$ cat src/rtl/add_pkg.sv
// rtl/add_pkg.sv - shared types and sizing helpers for the digit-serial adder
package add_pkg;

   typedef enum logic [1:0] {
      IDLE = 2'd0,
      RUN  = 2'd1,
      DONE = 2'd2
   } state_t;

   function automatic int steps(input int width, input int digit);
      return width / digit;
   endfunction

   // Step counter never collapses to zero bits, even for a single-step config
   function automatic int cnt_width(input int n);
      return (n > 1) ? $clog2(n) : 1;
   endfunction

endpackage

$ cat src/rtl/add_digit.sv
// rtl/add_digit.sv - combinational DIGIT-bit ripple of full-adder cells
module add_digit #(
   parameter int DIGIT = 4
) (
   input  logic [DIGIT-1:0] a_d,
   input  logic [DIGIT-1:0] b_d,
   input  logic             c_in,
   output logic [DIGIT-1:0] s_d,
   output logic             c_out,
   output logic             c_msb_in
);

   logic [DIGIT:0] c;

   always_comb begin
      c    = '0;
      s_d  = '0;
      c[0] = c_in;
      for (int i = 0; i < DIGIT; i++) begin
         s_d[i]  = a_d[i] ^ b_d[i] ^ c[i];
         c[i+1]  = (a_d[i] & b_d[i]) | (c[i] & (a_d[i] ^ b_d[i]));
      end
      c_out    = c[DIGIT];
      c_msb_in = c[DIGIT-1];
   end

endmodule

$ cat src/rtl/add_serial_n.sv
// rtl/add_serial_n.sv - multi-cycle adder/subtractor, DIGIT bits per clock, valid/ready handshake
module add_serial_n
   import add_pkg::*;
#(
   parameter int WIDTH = 16,
   parameter int DIGIT = 4
) (
   input  logic             clk,
   input  logic             rst,
   input  logic             in_valid,
   output logic             in_ready,
   input  logic [WIDTH-1:0] a,
   input  logic [WIDTH-1:0] b,
   input  logic             cin,
   input  logic             sub,
   output logic             out_valid,
   input  logic             out_ready,
   output logic [WIDTH-1:0] sum,
   output logic             cout,
   output logic             ovf
);

   localparam int STEPS = steps(WIDTH, DIGIT);
   localparam int CW    = cnt_width(STEPS);
   localparam logic [CW-1:0] LAST = CW'(STEPS - 1);

   generate
      if (WIDTH < 1 || (WIDTH % DIGIT) != 0) begin : g_bad_cfg
         $fatal(1, "add_serial_n: WIDTH must be >= 1 and a multiple of DIGIT");
      end
   endgenerate

   state_t           state, state_nxt;
   logic [WIDTH-1:0] op_a, op_b, sum_r;
   logic             carry, cout_r, ovf_r;
   logic [CW-1:0]    step;
   logic [DIGIT-1:0] s_d;
   logic             c_out, c_msb_in;
   logic [WIDTH+DIGIT-1:0] sum_cat;

   // Operands shift right each step so the active digit is always bits [DIGIT-1:0]
   add_digit #(.DIGIT(DIGIT)) u_digit (
      .a_d      (op_a[DIGIT-1:0]),
      .b_d      (op_b[DIGIT-1:0]),
      .c_in     (carry),
      .s_d      (s_d),
      .c_out    (c_out),
      .c_msb_in (c_msb_in)
   );

   assign sum_cat = {s_d, sum_r};

   always_comb begin
      state_nxt = state;
      in_ready  = 1'b0;
      out_valid = 1'b0;
      case (state)
         IDLE: begin
            in_ready = 1'b1;
            if (in_valid) state_nxt = RUN;
         end
         RUN: begin
            if (step == LAST) state_nxt = DONE;
         end
         DONE: begin
            out_valid = 1'b1;
            if (out_ready) state_nxt = IDLE;
         end
         default: state_nxt = IDLE;
      endcase
   end

   always_ff @(posedge clk) begin
      if (rst) begin
         state  <= IDLE;
         op_a   <= '0;
         op_b   <= '0;
         sum_r  <= '0;
         carry  <= 1'b0;
         cout_r <= 1'b0;
         ovf_r  <= 1'b0;
         step   <= '0;
      end else begin
         state <= state_nxt;
         case (state)
            IDLE: begin
               if (in_valid) begin
                  op_a  <= a;
                  op_b  <= b ^ {WIDTH{sub}};
                  carry <= sub | cin;
                  step  <= '0;
               end
            end
            RUN: begin
               // Result digits enter at the top; after STEPS shifts sum_r is complete
               op_a  <= op_a >> DIGIT;
               op_b  <= op_b >> DIGIT;
               sum_r <= sum_cat[WIDTH+DIGIT-1:DIGIT];
               carry <= c_out;
               step  <= step + 1'b1;
               if (step == LAST) begin
                  cout_r <= c_out;
                  ovf_r  <= c_out ^ c_msb_in;
               end
            end
            default: ;
         endcase
      end
   end

   assign sum  = sum_r;
   assign cout = cout_r;
   assign ovf  = ovf_r;

endmodule

$ cat config.mk
export PLATFORM = sky130hd
export DESIGN_NAME = add_serial_n
export DESIGN_NICKNAME = d
export VERILOG_FILES = /design/src/rtl/add_pkg.sv /design/src/rtl/add_digit.sv /design/src/rtl/add_serial_n.sv
export SDC_FILE = /design/constraint.sdc
export NUM_CORES = 1
export LEC_CHECK = 0
export CAP_MARGIN = 20
export CORE_MARGIN = 5
export CORE_UTILIZATION = 45
export CTS_CLUSTER_DIAMETER = 30
export DETAILED_ROUTE_END_ITERATION = 10
export GPL_ROUTABILITY_DRIVEN = 0
export MAX_ROUTING_LAYER = met4
export PLACE_DENSITY = 0.74
export SLEW_MARGIN = 15
export SYNTH_ARGS = -nofsm -noshare
export SYNTH_HDL_FRONTEND = slang
export SYNTH_SLANG_ARGS = --single-unit
$ cat constraint.sdc
create_clock -name clk -period 2.8 [get_ports clk]
set_input_delay 0.42 -clock clk [delete_from_list [all_inputs] [get_ports clk]]
set_output_delay 0.42 -clock clk [all_outputs]
set_load 0.05 [all_outputs]
==> results <==
- During synthesis, Yosys emitted a total of 0 warnings.
- The leakage component of the power is 1.04 nW.
- In this run the horizontal extent of the chip is 82.3 um.
- The routed wirelength normalized by instance count is 13.2 um.
- The via count of the first global-routing pass is 1759.
- For this run, the detailed router's first-pass iteration total came to 4.
- The share of the cycle needed by the critical path after routing is 83.3%.
- During I/O placement, the number of pins put on the boundary was 58.
- After clock tree synthesis, the repair step resized 0 gates.
- Counting the fill cells in the layout gives 487.
- The total area inside the core boundary comes to 5070 um^2.
- The number of antenna violations at the first check in global routing was 0.
- In this run the tightest slew margin relative to its limit is 55.5%.
- The worst ir drop on vdd is 0.261 mV.
- The clock sink count is 55.
- Global routing used 2.71% of the available met3 tracks.
- For this design, the CTS-stage hold fixing added 0 buffers.
- After synthesis, the share of flip-flops with an asynchronous set or reset is 0%.
- The total wire length after detailed routing is 4950 um.
- The clock network latency to the later pin of the worst-skew pair is 290 ps.
- Across the routed clock network, the largest skew measured is 2.01 ps.
- The flip-flop and latch count after synthesis is 55.
- Each instance of the synthesized netlist takes up on average 9.07 um^2.
- The iteration-0 DRC count of the detailed router is 122.
- For this block, the via count after detailed routing is 1960.
- The critical-path maximum fanout is 10.
- In the synthesized netlist, the number of instances is 259.
- The sequential cells in the finished layout cover a total of 1100 um^2.
- The post-detailed-route count of antenna-violating nets is 0.
- The worst setup path is captured at a primary output.
- The cell total after placement is 369.
- The buffer depth of the longest clock path is 2.
- The arrival time of the worst setup path is 1910 ps.
- The hold-critical path depth is 2.
- The post-route setup TNS is 0 ps.
- The number of setup buffers added after CTS is 0.
- The number of flops mapped to enable cells by yosys is 0.
- In this run, distinct cell masters in the synthesized netlist total 30.
- The worst register-to-register path begins at op_a[0].
- The total track usage is 16.1%.
- The commonest cells after synthesis are sky130_fd_sc_hd__dfxtp_1, sky130_fd_sc_hd__nand2_1, sky130_fd_sc_hd__nor2_1.
- The final count of hold timing violations is 0.
- The routing usage on met2 is 25.2%.
- The initial utilization of the core area, before any placement, comes to 46.3%.
- TritonCTS built the clock tree.
- After routing the design area is 3000 um^2.
- The share of final-layout standard cells stronger than drive strength 1 is 4.92%.
- The number of port buffers is 57.
- The first global-routing pass estimated 8250 um of wire.
- The net count reported at finish is 349.
- In this run the worst setup path begins at state[1].
- Setup violations remaining at the end of the flow were counted as 0.
- For this run, the number of standard cells in the final layout without fillers is 375.
- The share of the Yosys chip area taken by registers is 46.9%.
- Setup repair after global routing left no endpoint under its margin.
- The total number of placement rows is 26.
- The die covers 6770 um^2.
- The type of the worst setup path is register to primary output.
- From synthesis to final layout, the design area changed by 27.6%.
- Counting the buffers created by CTS gives 5.
- The number of nets handed over by synthesis was 302.
- The number of cells on the worst reg-to-reg path is 8.
- The most common flop cell mapped by yosys is sky130_fd_sc_hd__dfxtp_1.
- Global routing used 21.2% of the available met1 tracks.
- By area the synthesized netlist is led by sky130_fd_sc_hd__dfxtp_1, sky130_fd_sc_hd__a22oi_1, sky130_fd_sc_hd__o22ai_1.
- STA classifies the critical path startpoint as a register.
- The number of H-tree levels is 2.
- The critical path required time is 2380 ps.
- After detailed routing, the number of vias per cell comes to 5.23.
- The half-perimeter wire length after placement is 3640 um.
- The ratio of total power to cell area is 518 nW/um^2.
- The transition time of the tightest slew-check pin is 665 ps.
- The buffer cell driving the clock tree root is sky130_fd_sc_hd__clkbuf_8.
- Clock-pin slew was measured on the worst setup and hold paths at 80 ps.
- The total inserted antenna cells is 0.
- Summing all multi-input logic gate instances after layout gives 1100 um^2.
- The kind of path behind the tightest hold check is primary input to register.
- The pin count of the biggest net entering global routing is 46.
- The internal reg-to-reg setup slack is 630 ps.
- Measured along the y axis, the die boundary spans 82.3 um.
- The busiest layer in global routing is met2.
- In this run the cell area of the synthesized design comes to 2350 um^2.
- The flow ran to the end, and the final reports show no timing, DRC or antenna violations.
- sky130_fd_sc_hd__dfxtp_1 is the most common cell in the netlist.
- The final count of pins violating max slew is 0.
- The worst path in the final design needs a cycle of 2330 ps, including I/O delays and setup.
- The endpoint identified for the worst register-to-register timing path is sum[15].
- The total overflow left after global routing is 0.
- The total DRC errors in the routed layout is 0.
- In this run the worst setup path terminates at out_valid.
- The maximum frequency from static timing analysis is 429 MHz.
- The cell type with the highest aggregate area in the netlist is sky130_fd_sc_hd__dfxtp_1.
- The max capacitance violation total is 0.
- The portion of synthesized cell area occupied by the leading cell type is 46.9%.
- Once placement finished, the instance area stood at 2930 um^2.
## routing by layer
| metal | up-vias | share of wire, % | routed length [um] |
|---|---|---|---|
| met5 | - | 0 | 0 |
| met4 | 0 | 1.2 | 57 |
| met3 | 5 | 5.8 | 288 |
| met2 | 49 | 47 | 2340 |
| met1 | 911 | 46 | 2260 |
| li1 | 995 | - | - |
## worst min path at each step
stage	startpoint	endpoint	slack, ps
final	rst	op_b[15]	440
after global placement	sum[3]	sum[3]	440
after detailed placement	sum[3]	sum[3]	450
after CTS	rst	op_b[15]	430
after global routing	rst	op_b[15]	460
after floorplan	op_a[14]	op_a[14]	480
## area by class of cell
cell class,count,share of cell area (%)
sequential,55,36.7
clock buffer,6,2.42
multi-input combinational,172,36.6
timing repair buffer,62,20.1
tap,70,2.92
inverter,10,1.25
## report_power, final
| group | total [mW] | leakage (nW) | internal, mW | switching, mW |
|---|---|---|---|---|
| sequential | 0.869 | 0.451 | 0.833 | 0.0351 |
| combinational | 0.298 | 0.552 | 0.141 | 0.157 |
| clock | 0.386 | 0.0371 | 0.167 | 0.219 |
| total | 1.55 | 1.04 | 1.14 | 0.411 |
## cell usage in the layout (no fill, tap or decap), drive strengths merged, types with 10 or more instances in the layout
cell	instances
a211oi	12
a21oi	19
a22oi	21
clkdlybuf4s50	56
dfxtp	55
inv	10
nand2	30
nor2	27
o22ai	22
xnor2	13
## per-stage QoR
| step | power, mW | util [%] | hold slack, ps | setup slack, ps |
|---|---|---|---|---|
| 5_1_grt | 1.65 | 59.1 | 456 | 312 |
| 3_5_place_dp | 1.19 | 57.6 | 447 | 634 |
| 6_report | 1.55 | 59.1 | 440 | 469 |
| 2_1_floorplan | 1.08 | - | 478 | 721 |
| 3_3_place_gp | 1.18 | 57.6 | 441 | 675 |
| 4_1_cts | 1.58 | 59.1 | 430 | 446 |
## registers in the layout, summed over array words and instances, names as in the netlist
name and count:
carry 1, cout 1, op_a 16, op_b 16, ovf 1, state 2, step 2, sum 16
## critical path, stage by stage (launching register included)
cell                              delay [ps]
sky130_fd_sc_hd__dfxtp_1                 560
sky130_fd_sc_hd__nor2b_1                 230
sky130_fd_sc_hd__clkdlybuf4s50_1         830
## cells by family after synthesis
kind of cell | synth area share [%]
XOR/XNOR | 6.34
buffers and inverters | 6.60
AND/OR/NAND/NOR | 12.8
flip-flops | 46.9
AO/OA/AOI/OAI | 23.1
adder cells (fa/ha/maj) | 3.94
multiplexers | 0.426
No activity file was read; power rests on OpenSTA's default activity.
